`config.mk`:
```
export PLATFORM = sky130hd
export DESIGN_NAME = anfsqrt_bcd_disp_flat
export DESIGN_NICKNAME = d
export VERILOG_FILES = /design/src/rtl/anfsqrt_pkg.sv /design/src/rtl/anfsqrt_bcd_disp_if.sv /design/src/rtl/anfsqrt_seg7_dec.sv /design/src/rtl/anfsqrt_bcd_disp.sv /design/src/flat_wrapper.sv
export SDC_FILE = /design/constraint.sdc
export NUM_CORES = 1
export LEC_CHECK = 0
export ABC_CLOCK_PERIOD_IN_PS = 3000
export BUFFER_PORTS_ARGS = -buffer_cell sky130_fd_sc_hd__buf_2
export CORE_ASPECT_RATIO = 1.4
export CORE_UTILIZATION = 50
export DETAILED_ROUTE_END_ITERATION = 10
export PLACE_DENSITY = 0.79
export SLEW_MARGIN = 0
export SYNTH_ARGS = -nofsm -noshare
export SYNTH_HDL_FRONTEND = slang
export SYNTH_SLANG_ARGS = --single-unit
```
`constraint.sdc`:
```
create_clock -name clk -period 3 [get_ports clk]
set_input_delay 0.6 -clock clk [delete_from_list [all_inputs] [get_ports clk]]
set_output_delay 0.6 -clock clk [all_outputs]
set_load 0.03 [all_outputs]
```
`src/rtl/anfsqrt_pkg.sv`:
```
// rtl/anfsqrt_pkg.sv - shared constants, FSM state enum and 7-segment decode for the sqrt display path
package anfsqrt_pkg;

  localparam int DEF_WIDTH  = 11;
  localparam int DEF_DIGITS = 4;

  typedef enum logic [0:0] {
    IDLE  = 1'b0,
    SHIFT = 1'b1
  } fsm_state_e;

  // Segment order is {g,f,e,d,c,b,a}, active-high.
  localparam logic [6:0] SEG_0     = 7'h3F;
  localparam logic [6:0] SEG_1     = 7'h06;
  localparam logic [6:0] SEG_2     = 7'h5B;
  localparam logic [6:0] SEG_3     = 7'h4F;
  localparam logic [6:0] SEG_4     = 7'h66;
  localparam logic [6:0] SEG_5     = 7'h6D;
  localparam logic [6:0] SEG_6     = 7'h7D;
  localparam logic [6:0] SEG_7     = 7'h07;
  localparam logic [6:0] SEG_8     = 7'h7F;
  localparam logic [6:0] SEG_9     = 7'h6F;
  localparam logic [6:0] SEG_BLANK = 7'h00;

  // Non-decimal nibbles cannot come out of the converter; they decode dark as a guard.
  function automatic logic [6:0] seg7_decode(input logic [3:0] nibble);
    logic [6:0] code;
    case (nibble)
      4'd0:    code = SEG_0;
      4'd1:    code = SEG_1;
      4'd2:    code = SEG_2;
      4'd3:    code = SEG_3;
      4'd4:    code = SEG_4;
      4'd5:    code = SEG_5;
      4'd6:    code = SEG_6;
      4'd7:    code = SEG_7;
      4'd8:    code = SEG_8;
      4'd9:    code = SEG_9;
      default: code = SEG_BLANK;
    endcase
    return code;
  endfunction

endpackage

```
`src/rtl/anfsqrt_bcd_disp_if.sv`:
```
// rtl/anfsqrt_bcd_disp_if.sv - valid/ready input handshake carrying one binary root
import anfsqrt_pkg::*;

interface anfsqrt_bcd_disp_if #(
  parameter int WIDTH = DEF_WIDTH
);
  logic             in_valid;
  logic             in_ready;
  logic [WIDTH-1:0] in_value;

  modport master (output in_valid, output in_value, input in_ready);
  modport slave  (input in_valid, input in_value, output in_ready);
endinterface

```
`src/rtl/anfsqrt_seg7_dec.sv`:
```
// rtl/anfsqrt_seg7_dec.sv - combinational nibble-plus-blank to 7-segment decoder
import anfsqrt_pkg::*;

module anfsqrt_seg7_dec (
  input  logic [3:0] nibble,
  input  logic       blank,
  output logic [6:0] seg
);

  assign seg = blank ? SEG_BLANK : seg7_decode(nibble);

endmodule

```
`src/rtl/anfsqrt_bcd_disp.sv`:
```
// rtl/anfsqrt_bcd_disp.sv - sequential double-dabble binary-to-BCD converter with multiplexed 7-segment scan
import anfsqrt_pkg::*;

module anfsqrt_bcd_disp #(
  parameter  int WIDTH    = DEF_WIDTH,
  parameter  int DIGITS   = DEF_DIGITS,
  parameter  int SCAN_DIV = 256,
  parameter  int BLANK_LZ = 1,
  localparam int DSW      = (DIGITS > 1) ? $clog2(DIGITS) : 1
) (
  input  logic                    clk,
  input  logic                    rst_n,
  anfsqrt_bcd_disp_if.slave       in_if,
  output logic [4*DIGITS-1:0]     bcd_out,
  output logic                    bcd_valid,
  output logic                    busy,
  output logic [6:0]              seg,
  output logic [DSW-1:0]          digit_sel
);

  localparam int         BW      = 4 * DIGITS;
  localparam int         CW      = $clog2(WIDTH + 1);
  localparam int         PW      = (SCAN_DIV > 1) ? $clog2(SCAN_DIV) : 1;
  localparam logic [0:0] S_IDLE  = IDLE;
  localparam logic [0:0] S_SHIFT = SHIFT;

  logic [0:0]       state;
  logic [WIDTH-1:0] shift_reg;
  logic [BW-1:0]    scratch;
  logic [CW-1:0]    bit_cnt;

  logic [BW-1:0]    scratch_adj;
  logic [BW-1:0]    scratch_nxt;
  logic [WIDTH-1:0] shift_nxt;

  logic [PW-1:0]    presc;
  logic [3:0]       digit_nib [DIGITS];
  logic [DIGITS-1:0] lz_blank;
  logic             higher_nz;

  assign in_if.in_ready = (state == S_IDLE);
  assign busy           = (state == S_SHIFT);

  // Add-3 is confined to each nibble; a nibble >= 5 never overflows past 8+.
  always_comb begin
    scratch_adj = scratch;
    for (int i = 0; i < DIGITS; i++) begin
      if (scratch[4*i +: 4] >= 4'd5) begin
        scratch_adj[4*i +: 4] = scratch[4*i +: 4] + 4'd3;
      end
    end
  end

  assign scratch_nxt = {scratch_adj[BW-2:0], shift_reg[WIDTH-1]};
  assign shift_nxt   = {shift_reg[WIDTH-2:0], 1'b0};

  always_ff @(posedge clk or negedge rst_n) begin
    if (!rst_n) begin
      state     <= S_IDLE;
      shift_reg <= '0;
      scratch   <= '0;
      bit_cnt   <= '0;
      bcd_out   <= '0;
      bcd_valid <= 1'b0;
    end else begin
      bcd_valid <= 1'b0;
      if (state == S_IDLE) begin
        if (in_if.in_valid) begin
          shift_reg <= in_if.in_value;
          scratch   <= '0;
          bit_cnt   <= CW'(WIDTH);
          state     <= S_SHIFT;
        end
      end else begin
        scratch   <= scratch_nxt;
        shift_reg <= shift_nxt;
        bit_cnt   <= bit_cnt - CW'(1);
        // Publish only the fully converted value so the display never sees partials.
        if (bit_cnt == CW'(1)) begin
          bcd_out   <= scratch_nxt;
          bcd_valid <= 1'b1;
          state     <= S_IDLE;
        end
      end
    end
  end

  always_ff @(posedge clk or negedge rst_n) begin
    if (!rst_n) begin
      presc     <= '0;
      digit_sel <= '0;
    end else if (presc == PW'(SCAN_DIV - 1)) begin
      presc     <= '0;
      digit_sel <= (digit_sel == DSW'(DIGITS - 1)) ? '0 : digit_sel + DSW'(1);
    end else begin
      presc     <= presc + PW'(1);
    end
  end

  always_comb begin
    for (int i = 0; i < DIGITS; i++) begin
      digit_nib[i] = bcd_out[4*i +: 4];
    end
  end

  // A digit is a leading zero when it and everything above it are zero; digit 0 always shows.
  always_comb begin
    higher_nz = 1'b0;
    lz_blank  = '0;
    for (int i = DIGITS - 1; i >= 0; i--) begin
      higher_nz   = higher_nz | (bcd_out[4*i +: 4] != 4'd0);
      lz_blank[i] = (BLANK_LZ != 0) && (i != 0) && !higher_nz;
    end
  end

  anfsqrt_seg7_dec u_seg7_dec (
    .nibble (digit_nib[digit_sel]),
    .blank  (lz_blank[digit_sel]),
    .seg    (seg)
  );

endmodule

```
`src/flat_wrapper.sv`:
```
// flat-port wrapper written by rule: the top's interface ports become plain ports
module anfsqrt_bcd_disp_flat 
#(
  parameter  int WIDTH    = DEF_WIDTH,
  parameter  int DIGITS   = DEF_DIGITS,
  parameter  int SCAN_DIV = 256,
  parameter  int BLANK_LZ = 1,
  localparam int DSW      = (DIGITS > 1) ? $clog2(DIGITS) : 1
)
  (clk, rst_n, bcd_out, bcd_valid, busy, seg, digit_sel, in_if_in_valid, in_if_in_value, in_if_in_ready);
  anfsqrt_bcd_disp_if #(.WIDTH(WIDTH)) in_if_i ();
  input  logic clk;
  input  logic rst_n;
  output logic [4*DIGITS-1:0] bcd_out;
  output logic bcd_valid;
  output logic busy;
  output logic [6:0] seg;
  output logic [DSW-1:0] digit_sel;
  input wire logic [$bits(in_if_i.in_valid)-1:0] in_if_in_valid;
  input wire logic [$bits(in_if_i.in_value)-1:0] in_if_in_value;
  output wire logic [$bits(in_if_i.in_ready)-1:0] in_if_in_ready;
  assign in_if_i.in_valid = in_if_in_valid;
  assign in_if_i.in_value = in_if_in_value;
  assign in_if_in_ready = in_if_i.in_ready;
  anfsqrt_bcd_disp #(.WIDTH(WIDTH), .DIGITS(DIGITS), .SCAN_DIV(SCAN_DIV), .BLANK_LZ(BLANK_LZ)) u_core (.clk(clk), .rst_n(rst_n), .in_if(in_if_i), .bcd_out(bcd_out), .bcd_valid(bcd_valid), .busy(busy), .seg(seg), .digit_sel(digit_sel));
endmodule
```
==> impl_metrics.toml <==
[outcome]
status = "finished clean"

[sta]
finalClockSkew_ns = 0.00965
final_max_slew_viol_count = 0
fin_crit_ns = 2.89
worst_slack_ns = 0.112
setup_viol = 0
hold_viol = 0
fin_crit_sh_pct = 96.3
hold_slack_ns = 0.346
tightestPinTransition_ns = 0.787
slew_headroom_pct = 47.6
fmax_mhz = 346

[cells_and_area]
mostFrequentLayoutCells = "dfrtp_1, nand2_1, buf_2"
areaGrowthSynthToFinish_pct = 16.7
mostFrequentLayoutCell = "dfrtp_1"
fillCellCount = 491
fin_nets = 388
seq_area_um2 = 1480
drive_above_1_share_pct = 22.1
num_antenna_cells = 0
multi_input_area_um2 = 1470

[global_routing]
gr-total-overflow = 0
grt_pass1_vias = 2441
grt_usage_pct = 22.0
antenna_found_initial = 0
grt_max_degree = 42
grt_pass1_wl_um = 10400

[worst_hold_path]
worst_hold_path_type = "input port to async pin"

[yosys]
ys_seq_area_share_pct = 47.7
synth_nets = 343
synth_area_leaders = "dfrtp_1, ha_1, nand2_1"
synth_ff_type = "dfrtp_1"
ys_types = 41
synth_top_cell_by_area = "dfrtp_1"
synth_cells = 312
synth.avg_cell_area_um2 = 9.93
synthArstFlopShare_pct = 100
yosys_warnings = 0
syn_area_um2 = 3100
synth_top_area_share_pct = 47.7
synth_enable_flop_cells = 0
ys_seq_elements = 59

[die]
die-area_um2 = 6520
fp.dieH_um = 95.1
initial_core_util_pct = 52.5
io_pins = 42
coreArea_um2 = 5900
die_w_um = 68.5
rows = 33

[power]
leakage_nw = 1.75
powerDensity_nw_per_um2 = 1150
power_mw = 4.16
vdd_drop_max_uv = 493

[critical_path]
endpoint_kind = "output port"
critPathKind = "flip-flop to output port"
reg2reg_slack_ns = 1.29
r2r_cells = 6
cp_max_fo = 4
required_ns = 2.40
start_kind = "flip-flop"
critPathArrivalTime_ns = 2.29

[clock_tree]
cts_buffer_depth = 2
h-tree-depth = 3
numCtsBuffers = 9
cts_tree = "built"
numClockSinks = 59
cts-root-buf = "clkbuf_8"
clkSlewWorstSetupHoldPaths_ns = 0.07
clock_latency_ns = 0.33
holdBufCountCts = 0

[detailed_routing]
antenna_left = 0
wl_um = 6180
drt-initial-drc-count = 84
wl_per_cell_um = 14.3
viasPerCell = 5.52
vias = 2386
drcViolationCount = 0
drt-pass1-iter-count = 4

[place]
pre_cts_ws_ns = 0.284
io_buffers = 41
place_hpwl_um = 4490
gp_congestion = 0.850

[run]
drv_cap = 0
## layer usage
layer / track usage [%] / wire length (um) / vias to the layer above
li1: - / - / 1170
met1: 23.5 / 2580 / 1136
met2: 38.3 / 3180 / 68
met3: 5.86 / 269 / 12
met4: 11.8 / 150 / 0
met5: 0 / 0 / -
## critical path, cell delays in order, from the launching register on
cell and delay, ns:
dfrtp_2 0.42, mux4_2 0.57, ha_1 0.21, or2_1 0.24
a21o_1 0.19, a21oi_2 0.12, buf_2 0.21
## synth_stat cells, types with 2 or more instances
master / number
dfrtp_1: 59
mux2_2: 7
mux4_1: 2
nor2_1: 18
buf_2: 3
a21oi_1: 19
xor2_1: 2
and2_1: 2
mux2i_1: 16
inv_1: 21
nand2b_1: 5
o21ai_0: 25
o22ai_1: 12
nor4_1: 2
xnor2_1: 7
ha_1: 17
nand2_1: 44
nand3_1: 3
nor3_1: 2
mux4_2: 2
nor2b_1: 2
clkbuf_1: 10
a31oi_1: 3
a21o_1: 6
nor3b_1: 7
## through the flow
stage / cell area [um2] / setup TNS [ns] / utilization [%] / std cells
after floorplan: 3100 / 0 / - / 312
after global placement: 3380 / 0 / 57.2 / 415
after detailed placement: 3380 / 0 / 57.2 / 415
after CTS: 3590 / 0 / 60.9 / 431
after global routing: 3610 / -0.00654 / 61.2 / 432
final: 3610 / 0 / 61.2 / 432
## path summary, 6_finish.rpt
| kind | from | to |
|---|---|---|
| max | u_core.digit_sel[0] | seg[3] |
| min | rst_n | u_core.scratch[4] |
| max reg2reg | u_core.scratch[0] | u_core.bcd_out[2] |
| min reg2reg | u_core.presc[0] | u_core.presc[0] |
| max in group asynchronous | rst_n | u_core.shift_reg[0] |
| min in group clk | u_core.presc[0] | u_core.presc[0] |
## logic make-up after synthesis
group / share of synthesized area (%)
mux: 10.9
compound gates: 13.8
buf+inv: 4.73
fa+ha+maj: 6.87
simple gates: 13.6
xor+xnor: 2.54
flops: 47.7
## where the power goes
group          switching (mW)  leakage [nW]  internal (mW)
registers               0.272         0.741           1.09
clock network           0.310         0.103          0.469
logic                    1.23         0.910          0.783
## cell type report
type                    count  area share (%)
clock inverters             6            2.46
flip-flops and latches     59            40.9
well taps                  70            2.42
repair buffers             49            7.82
inverters                  21            2.18
multi-input cells         217            40.7
clock buffers              10            3.53
## what timing repair did
item / in CTS / in global routing
resized for setup: 2 / 5
endpoints found under the setup margin: 4 / 6
setup buffers: 0 / 1
(Power assumes the default switching activity.)
